`src/rtl/tomasulo_pkg.sv`:
```
// tomasulo_pkg: shared widths and types for the Tomasulo front end
package tomasulo_pkg;
  localparam int INSTR_W = 16;
  typedef logic [INSTR_W-1:0] instr_t;
endpackage

```
`src/rtl/queue_ram.sv`:
```
// queue_ram: DEPTH x DATA_W storage, synchronous write, combinational read, no reset
module queue_ram #(
  parameter int DATA_W = 16,
  parameter int DEPTH  = 8,
  parameter int AW     = $clog2(DEPTH)
) (
  input  logic              CLK,
  input  logic              we,
  input  logic [AW-1:0]     waddr,
  input  logic [DATA_W-1:0] wdata,
  input  logic [AW-1:0]     raddr,
  output logic [DATA_W-1:0] rdata
);
  logic [DATA_W-1:0] mem [DEPTH];
  always_ff @(posedge CLK) if (we) mem[waddr] <= wdata;
  assign rdata = mem[raddr];
endmodule

```
`src/rtl/instr_queue_param.sv`:
```
// instr_queue_param: parametrised in-order instruction FIFO with flush, occupancy count and registered output
module instr_queue_param
  import tomasulo_pkg::*;
#(
  parameter int DATA_W    = INSTR_W,
  parameter int DEPTH     = 8,
  parameter int AF_THRESH = DEPTH - 2,
  localparam int AW       = $clog2(DEPTH),
  localparam int CW       = AW + 1
) (
  input  logic              CLK,
  input  logic              CLR,
  input  logic              flush,
  input  logic              push,
  input  logic [DATA_W-1:0] din,
  input  logic              pop,
  output logic [DATA_W-1:0] dout,
  output logic              dout_valid,
  output logic              full,
  output logic              empty,
  output logic              almost_full,
  output logic [CW-1:0]     count
);
  logic [AW-1:0]     rd_ptr_q, rd_ptr_d, wr_ptr_q, wr_ptr_d;
  logic [CW-1:0]     count_q, count_d;
  logic [DATA_W-1:0] dout_q, dout_d, rdata;
  logic              dout_valid_q, dout_valid_d;
  logic              pop_ok, push_ok;
  assign full        = count_q == CW'(DEPTH);
  assign empty       = count_q == '0;
  assign almost_full = count_q >= CW'(AF_THRESH);
  // flush outranks both requests; a pop frees a slot so a full queue still takes the push
  assign pop_ok  = pop & ~empty & ~flush;
  assign push_ok = push & (~full | pop_ok) & ~flush;
  queue_ram #(.DATA_W(DATA_W), .DEPTH(DEPTH), .AW(AW)) u_ram (
    .CLK  (CLK),
    .we   (push_ok),
    .waddr(wr_ptr_q),
    .wdata(din),
    .raddr(rd_ptr_q),
    .rdata(rdata)
  );
  always_comb begin
    wr_ptr_d     = flush ? '0 : wr_ptr_q + AW'(push_ok);
    rd_ptr_d     = flush ? '0 : rd_ptr_q + AW'(pop_ok);
    count_d      = flush ? '0 : count_q + CW'(push_ok) - CW'(pop_ok);
    dout_d       = pop_ok ? rdata : dout_q;
    dout_valid_d = pop_ok;
  end
  always_ff @(posedge CLK or posedge CLR) begin
    if (CLR) begin
      wr_ptr_q     <= '0;
      rd_ptr_q     <= '0;
      count_q      <= '0;
      dout_q       <= '0;
      dout_valid_q <= 1'b0;
    end else begin
      wr_ptr_q     <= wr_ptr_d;
      rd_ptr_q     <= rd_ptr_d;
      count_q      <= count_d;
      dout_q       <= dout_d;
      dout_valid_q <= dout_valid_d;
    end
  end
  assign count      = count_q;
  assign dout       = dout_q;
  assign dout_valid = dout_valid_q;
endmodule

```
`config.mk`:
```
export PLATFORM = sky130hd
export DESIGN_NAME = instr_queue_param
export DESIGN_NICKNAME = d
export VERILOG_FILES = /design/src/rtl/tomasulo_pkg.sv /design/src/rtl/queue_ram.sv /design/src/rtl/instr_queue_param.sv
export SDC_FILE = /design/constraint.sdc
export NUM_CORES = 1
export LEC_CHECK = 0
export BUFFER_PORTS_ARGS = -buffer_cell sky130_fd_sc_hd__buf_2
export CORE_MARGIN = 10
export CORE_UTILIZATION = 45
export CTS_BUF_LIST = sky130_fd_sc_hd__clkbuf_8
export CTS_CLUSTER_DIAMETER = 100
export CTS_CLUSTER_SIZE = 20
export DETAILED_ROUTE_END_ITERATION = 16
export PLACE_DENSITY_LB_ADDON = 0.3
export SYNTH_ARGS = -nofsm -noshare
export SYNTH_HDL_FRONTEND = slang
export SYNTH_SLANG_ARGS = --single-unit
export TNS_END_PERCENT = 50
```
`constraint.sdc`:
```
create_clock -name CLK -period 3.7 [get_ports CLK]
set_clock_uncertainty 0.1 [all_clocks]
set_input_delay 0.37 -clock CLK [delete_from_list [all_inputs] [get_ports CLK]]
set_output_delay 0.37 -clock CLK [all_outputs]
set_load 0.02 [all_outputs]
```
==> results by group, run 1 <==
Critical path
  – CP max FO: 6
  – Kind of critical path: flop to flop
  – Slowest-stage cell, CP: a211o_2
  – Register-to-register setup slack: 1.06 ns
  – Buf/Inv on CP: 2
  – CP max stage delay: roughly 0.42 ns
  – CP Cell Sequence: inv_1 > ha_1 > nand2b_1 > a211o_2 > ha_1 > inv_1 > ha_1 > fa_1 > xnor2_1 > nor2_1
  – Worst setup EP type: flop
  – Family with the most delay on the worst path: adder cells
  – RR Endpoint: count[2]
  – CP Launch Type: flop
  – Most used cell along the critical path: ha_1
  – Worst r2r path cells: 10
  – WP data arrival: around 2.9 ns
  – WP data required: approximately 3.9 ns
  – FF-to-FF Start: count[2]

Timing
  – Final Critical Period: about 2.6 ns
  – Final Cycle Share: 71.3%
  – Final worst setup slack: ~1.1 ns
  – F_max: between 300 and 400 MHz
  – Count of final setup violators: 0
  – Final Hold Vio Count: 0
  – Pins Over Slew Limit: 0
  – RSZ-0062 raised after global routing: no
  – Setup_tns: 0 ns
  – Slew margin rel.: around 24%
  – Worst-Margin Slew: 1.14 ns

Clocking
  – # H-tree levels: 4
  – Clock Tree Root: clkbuf_8
  – CTS Sinks: 155
  – CTS clk-pin slew, worst paths: 0.09 ns
  – CTS buffer count: 17
  – CTS tree: done
  – Maximum clock path buffer count: 2
  – Worst-Skew Late Latency: ~0.45 ns

Global route
  – GR Util All Layers: between 10% and 20%
  – First-pass GRT wire length: between 15000 and 20000 um
  – Initial antenna violation count: 1
  – Largest net degree at the start of global routing: 66
  – Total grt overflow: 0
  – Number of global-route vias before repair: 3378

Final layout
  – Commonest non-fill, non-tap cell in the layout: edfxtp_1
  – Fin util: 52.7%
  – Most frequent cells in the layout: 128 x edfxtp_1, 64 x mux2i_1, 44 x buf_2, 32 x a22oi_1, 26 x dfrtp_1
  – Share of cells above drive strength 1: a little under a quarter
  – Layout area overhead: 13.4%
  – NumNets Final: 463

Power and ir drop
  – Sw Ratio: between 30% and 40%
  – Comb pwr share: around a fifth
  – Worst vdd rail ir drop: between 200 and 250 uV
  – Clk pwr share: 29.0%
  – Switch Pwr: 0.00130 W
  – Pwr/cell area: roughly 600 nW/um^2
  – Static leakage: between 2 and 2.5 nW
  – Internal power: 0.00295 W
  – Sequential share of power: between 50% and 60%

Synthesis
  – Synth area leader: edfxtp_1
  – Yosys cell types: 32
  – Yosys warns: 0
  – Seq/Total Area, Yosys: around 73%
  – Post-synthesis cell count: 375
  – Netlist Area Pre-Place: 6200 um^2
  – Post-synthesis net count: 408
  – Synth area leaders: edfxtp_1 62%, dfrtp_1 11%, mux2i_1 10%
  – Synth Area per Inst: roughly 17 um^2
  – Synth top area share: a little over 60%
  – Register bit count reported by yosys: around 160

Die
  – Die X-Extent: approximately 140 um
  – Core Region: 13300 um^2
  – Top-Level Pins: 45
  – Die height: approximately 140 um
  – Site row count: 42
  – Initial Util: about 46%
  – Die ar.: 18900 um^2

Min path
  – Worst hold stages: 1
  – Hold WC Path Type: input pin to flop
  – Worst Hold Endpoint: u_ram.mem[0][11]
  – Hold Startpoint: din[11]

Drt
  – Via count: around 3300
  – Drc violations: 0
  – Mean routed wirelength per cell: 19.4 um
  – Antenna viol nets, final: 0
  – Routed Wire Length: about 12000 um
  – 1st-iter DRT viols: roughly 280
  – Top Layer Used: met4
  – Met3 wire len: 647 um
  – DRT Pass-1 Iters: 6
  – M1 wire length: around 5300 um
  – Vias per inst: roughly 5.3
  – Met2 routed WL: about 5900 um

Placed design
  – Gpl congestion: between 0.7 and 0.8
  – Input/output buffers: 44
  – DP HPWL: between 6000 and 7000 um
  – Pre-CTS setup slack: 1.07 ns

Run
  – Max-Cap Viols: 0

Outcome
  – Status: completed
-- timing repair --
action	in CTS	in global routing
resized for setup	0	0
endpoints found under the hold margin	27	0
hold buffers	1	0
setup buffers	0	0
-- area by class of cell --
class                           count  area [um^2]
Clock inverter                     15          155
Tap cell                          176          220
Inverter                           24         90.1
Multi-Input combinational cell    177         1500
Timing Repair Buffer               55          305
Sequential cell                   155         4520
Clock buffer                       17          234
Antenna cell                        1         2.50
Fill cell                        1132         6320
-- synthesized netlist by cell type, drive strengths merged --
cell type	n
xnor2	4
nand2	4
nor2b	8
inv	24
dfrtp	27
edfxtp	128
a22oi	32
buf	15
fa	1
ha	11
a211o	1
o21ai	16
nand2b	1
clkbuf	4
nor4b	2
nor3	2
nor3b	5
and2	1
a21oi	1
nor4	1
nor2	6
a21o	1
nand3	16
mux2i	64
-- worst register-to-register path: stages (launching register included) --
cell and delay [ns]:
dfrtp_1 0.37, inv_1 0.08, ha_1 0.21, nand2b_1 0.15, a211o_2 0.42, ha_1 0.31, inv_1 0.04, ha_1 0.19
fa_1 0.40, xnor2_1 0.19, nor2_1 0.06
-- state kept, by name, indices dropped and copies added, names as in the netlist --
| name | cells |
|---|---|
| rd_ptr_q | 3 |
| wr_ptr_q | 3 |
| u_ram.mem | 128 |
| dout | 16 |
| count | 4 |
| dout_valid | 1 |
-- per-stage QoR --
| stage | hold slack (ns) | area [um^2] | total power, W | cells |
|---|---|---|---|---|
| floorplan | 0.323 | 6200 | 0.00280 | 375 |
| global placement | 0.371 | 6630 | 0.00305 | 586 |
| detailed placement | 0.381 | 6630 | 0.00307 | 586 |
| CTS | 0.0521 | 7030 | 0.00430 | 619 |
| global route | 0.0544 | 7030 | 0.00447 | 619 |
| finish | 0.0791 | 7030 | 0.00425 | 620 |
-- logic make-up (layout without fill, tap and decap cells) --
logic type / after synthesis / after routing / synth area share, %
buf+inv: 43 / 111 / 3.61
fa+ha+maj: 12 / 12 / 2.54
flops: 155 / 155 / 72.9
other cells: 0 / 1 / 0
compound gates: 51 / 51 / 5.53
simple gates: 46 / 46 / 4.50
xor+xnor: 4 / 4 / 0.565
mux: 64 / 64 / 10.3
-- power by group through the flow --
stage | clock network, W | registers, W | logic (W)
after CTS | 0.00126 | 0.00220 | 0.000846
final | 0.00123 | 0.00219 | 0.000829
after detailed placement | 0 | 0.00223 | 0.000839
after global placement | 0 | 0.00223 | 0.000824
after global routing | 0.00134 | 0.00222 | 0.000914
after floorplan | 0 | 0.00227 | 0.000533
-- worst max path at each step --
stage | from | end | slack (ns) | depth (start not counted)
5_1_grt | count[2] | count[2] | 0.93 | 10
3_3_place_gp | count[2] | count[2] | 1.19 | 10
6_report | count[2] | count[2] | 1.06 | 10
3_5_place_dp | count[2] | count[2] | 1.07 | 10
4_1_cts | count[2] | count[2] | 1.04 | 10
2_1_floorplan | count[2] | u_ram.mem[4][0] | 0.03 | 5
-- routing by layer --
metal  vias up  track usage (%)
met5         -                0
met4         0             5.27
met3        19             4.01
met2        69             21.9
met1      1647             16.8
li1       1531                -
Note: power is estimated with default switching activity, not from simulation.
==> run 2: changes to the inputs <==
ABC_AREA = 1   (was not set)
clock period = 2.6 ns   (was 3.7 ns; I/O delays follow)
==> results by group, run 2 <==
Global route
  – Total grt overflow: 0
  – First-pass GRT wire length: 22800 um
  – Initial antenna violation count: 0
  – Met3 usage: under 10%
  – M2 GR Usage: approximately a quarter
  – GR Util All Layers: between 10% and 20%
  – Busiest grt layer: met2
  – Largest net degree at the start of global routing: 66
  – Met1 Usage GRT: between 10% and 20%
  – Number of global-route vias before repair: about 4400

Critical path
  – CP max FO: 3
  – Slowest-stage cell, CP: fa_1
  – CP Launch Type: flop
  – Most used cell along the critical path: ha_1
  – CP Cell Sequence: inv_1 > ha_1 > nand3_2 > nand2_4 > nand2_1 > nand3_2 > ha_1 > inv_1 > ha_1 > fa_1 > xnor2_1 > nor2_1
  – Kind of critical path: flop to flop
  – WP data required: approximately 2.8 ns
  – Worst setup EP type: flop
  – WP data arrival: ~2.6 ns
  – CP max stage delay: 0.38 ns

Synthesis
  – Seq/Total Area, Yosys: between 60 and 70%
  – Synth cell count leaders: 199 x nand2_1, 128 x edfxtp_1, 116 x inv_1
  – Cell with the most instances after synthesis: nand2_1
  – Post-synthesis cell count: approximately 650
  – Synth area leaders: edfxtp_1 57%, nand2_1 11%, dfrtp_1 10%
  – Synth area leader: edfxtp_1
  – Number of synthesized flops with an enable pin: 128
  – Post-synthesis net count: 678
  – Synth top area share: about 57%
  – Yosys warns: 0
  – Synth Area per Inst: about 10 um^2
  – Ys async rst share: 17.4%
  – Netlist Area Pre-Place: approximately 6700 um^2
  – Yosys cell types: 23
  – Primary FF master, synth: edfxtp_1
  – Register bit count reported by yosys: around 160

Drt
  – Vias per inst: roughly 5
  – Drc violations: 0
  – Routed Wire Length: around 14000 um
  – DRT Pass-1 Iters: 5
  – 1st-iter DRT viols: between 400 and 500
  – Mean routed wirelength per cell: 15.5 um
  – Antenna viol nets, final: 0
  – Via count: 4434

Die
  – Die ar.: 20300 um^2
  – Die height: around 140 um
  – Initial Util: about 46%
  – Core Region: approximately 15000 um^2
  – Top-Level Pins: 45
  – Site row count: 44
  – Die X-Extent: about 140 um

Timing
  – Final Hold Vio Count: 0
  – RSZ-0062 raised after global routing: no
  – F_max: between 400 and 500 MHz
  – Final Cycle Share: 90.0%
  – Setup_tns: 0 ns
  – Slew margin rel.: 47.9%
  – Worst-Margin Slew: 0.781 ns
  – Final Critical Period: ~2.3 ns
  – Pins Over Slew Limit: 0
  – Count of final setup violators: 0

Final layout
  – Fillers: about 1200
  – Fin util: between 50% and 60%
  – Post-Layout Cell Count: a little over 900
  – Area of the multi-input gates: between 1500 and 2000 um^2
  – Ant. Diodes: 0
  – NumNets Final: roughly 750
  – Max reg flops: about 130
  – Most frequent cells in the layout: 199 x nand2_1, 128 x edfxtp_1, 117 x inv_1, 103 x nand3_1, 44 x buf_2
  – Final Instance Area: between 7000 and 8000 um^2
  – Sequential Area: 4520 um^2
  – Commonest non-fill, non-tap cell in the layout: nand2_1
  – Share of cells above drive strength 1: 13.9%
  – Top reg by flops: u_ram.mem
  – Layout area overhead: 14.3%

Placed design
  – Input/output buffers: between 40 and 50
  – DP HPWL: 8280 um
  – Gpl congestion: approximately 0.75
  – DP Area: 7140 um^2
  – Number of cells after detailed placement: 863

Clocking
  – CTS Sinks: about 160
  – Clock Tree Root: clkbuf_8
  – Worst-Skew Late Latency: between 0.4 and 0.5 ns
  – CTS tree: done
  – PostCTS Resize Cnt: 0
  – # H-tree levels: 4
  – Maximum clock path buffer count: 2
  – CTS buffer count: 17
  – CTS clk-pin slew, worst paths: roughly 0.080 ns

Min path
  – Hold WC Path Type: input pin to flop

Power and ir drop
  – Worst vdd rail ir drop: 393 uV
  – Static leakage: roughly 3.5 nW
  – Pwr/cell area: between 800 and 900 nW/um^2

Outcome
  – Status: completed

Run
  – Max-Cap Viols: 0
==> run 2: final cells by class <==
class | instances | share of cell area, %
inverters | 119 | 5.82
repair buffers | 78 | 6.72
well taps | 184 | 2.98
clock inverters | 14 | 2.00
multi-input cells | 344 | 20.7
flip-flops and latches | 155 | 58.6
clock buffers | 18 | 3.21
==> run 2: cells by family after synthesis <==
group,after synthesis,synth area share (%)
and+or+nand+nor,327,20.7
DFF,155,67.0
buffers and inverters,146,9.48
adders and majority gates,12,2.34
AOI/OAI and AO/OA,3,0.222
xor gates and xnor gates,2,0.260
==> run 2: final timing paths <==
path | start | endpoint | slack (ns) | cells after the start
max | count[2] | count[2] | 0.26 | 12
min | flush | wr_ptr_q[1] | 0.06 | 2
max reg2reg | count[2] | count[2] | 0.26 | 12
min reg2reg | dout[15] | dout[15] | 0.38 | 2
max in group asynchronous | CLR | rd_ptr_q[0] | 1.76 | 4
min in group asynchronous | CLR | dout[11] | 0.33 | 4
==> run 2: metrics by stage <==
| step | setup slack [ns] | total power (W) | hold WS, ns |
|---|---|---|---|
| 2_1_floorplan | 0.106 | 0.00408 | 0.213 |
| 3_3_place_gp | 0.359 | 0.00444 | 0.259 |
| 3_5_place_dp | 0.254 | 0.00450 | 0.264 |
| 4_1_cts | 0.242 | 0.00633 | 0.0336 |
| 5_1_grt | 0.111 | 0.00662 | 0.0488 |
| 6_report | 0.261 | 0.00626 | 0.0601 |
==> run 2: critical path, delay by kind of cell (launching register included) <==
| kind | cells | cell delay (ns) |
|---|---|---|
| adder cells (fa/ha/maj) | 4 | 1.08 |
| flip-flops | 1 | 0.37 |
| buffers and inverters | 2 | 0.13 |
| AND/OR/NAND/NOR | 5 | 0.39 |
| XOR/XNOR | 1 | 0.16 |
==> run 2: where the power goes <==
part	internal, W	total, W	switching (W)
sequential	0.00289	0.00300	0.000118
combinational	0.000477	0.00145	0.000969
clock	0.000960	0.00181	0.000851
==> run 2: what timing repair did <==
item / in CTS / in global routing
buffers inserted: 0 / 0
hold endpoints to repair: 155 / 0
hold buffers: 17 / 0
==> run 2: per-layer routing <==
layer  part of all wire (%)  wire, um
met5                      0         0
met4                    1.4       192
met2                     50      7030
met3                    5.6       797
met1                     43      6130
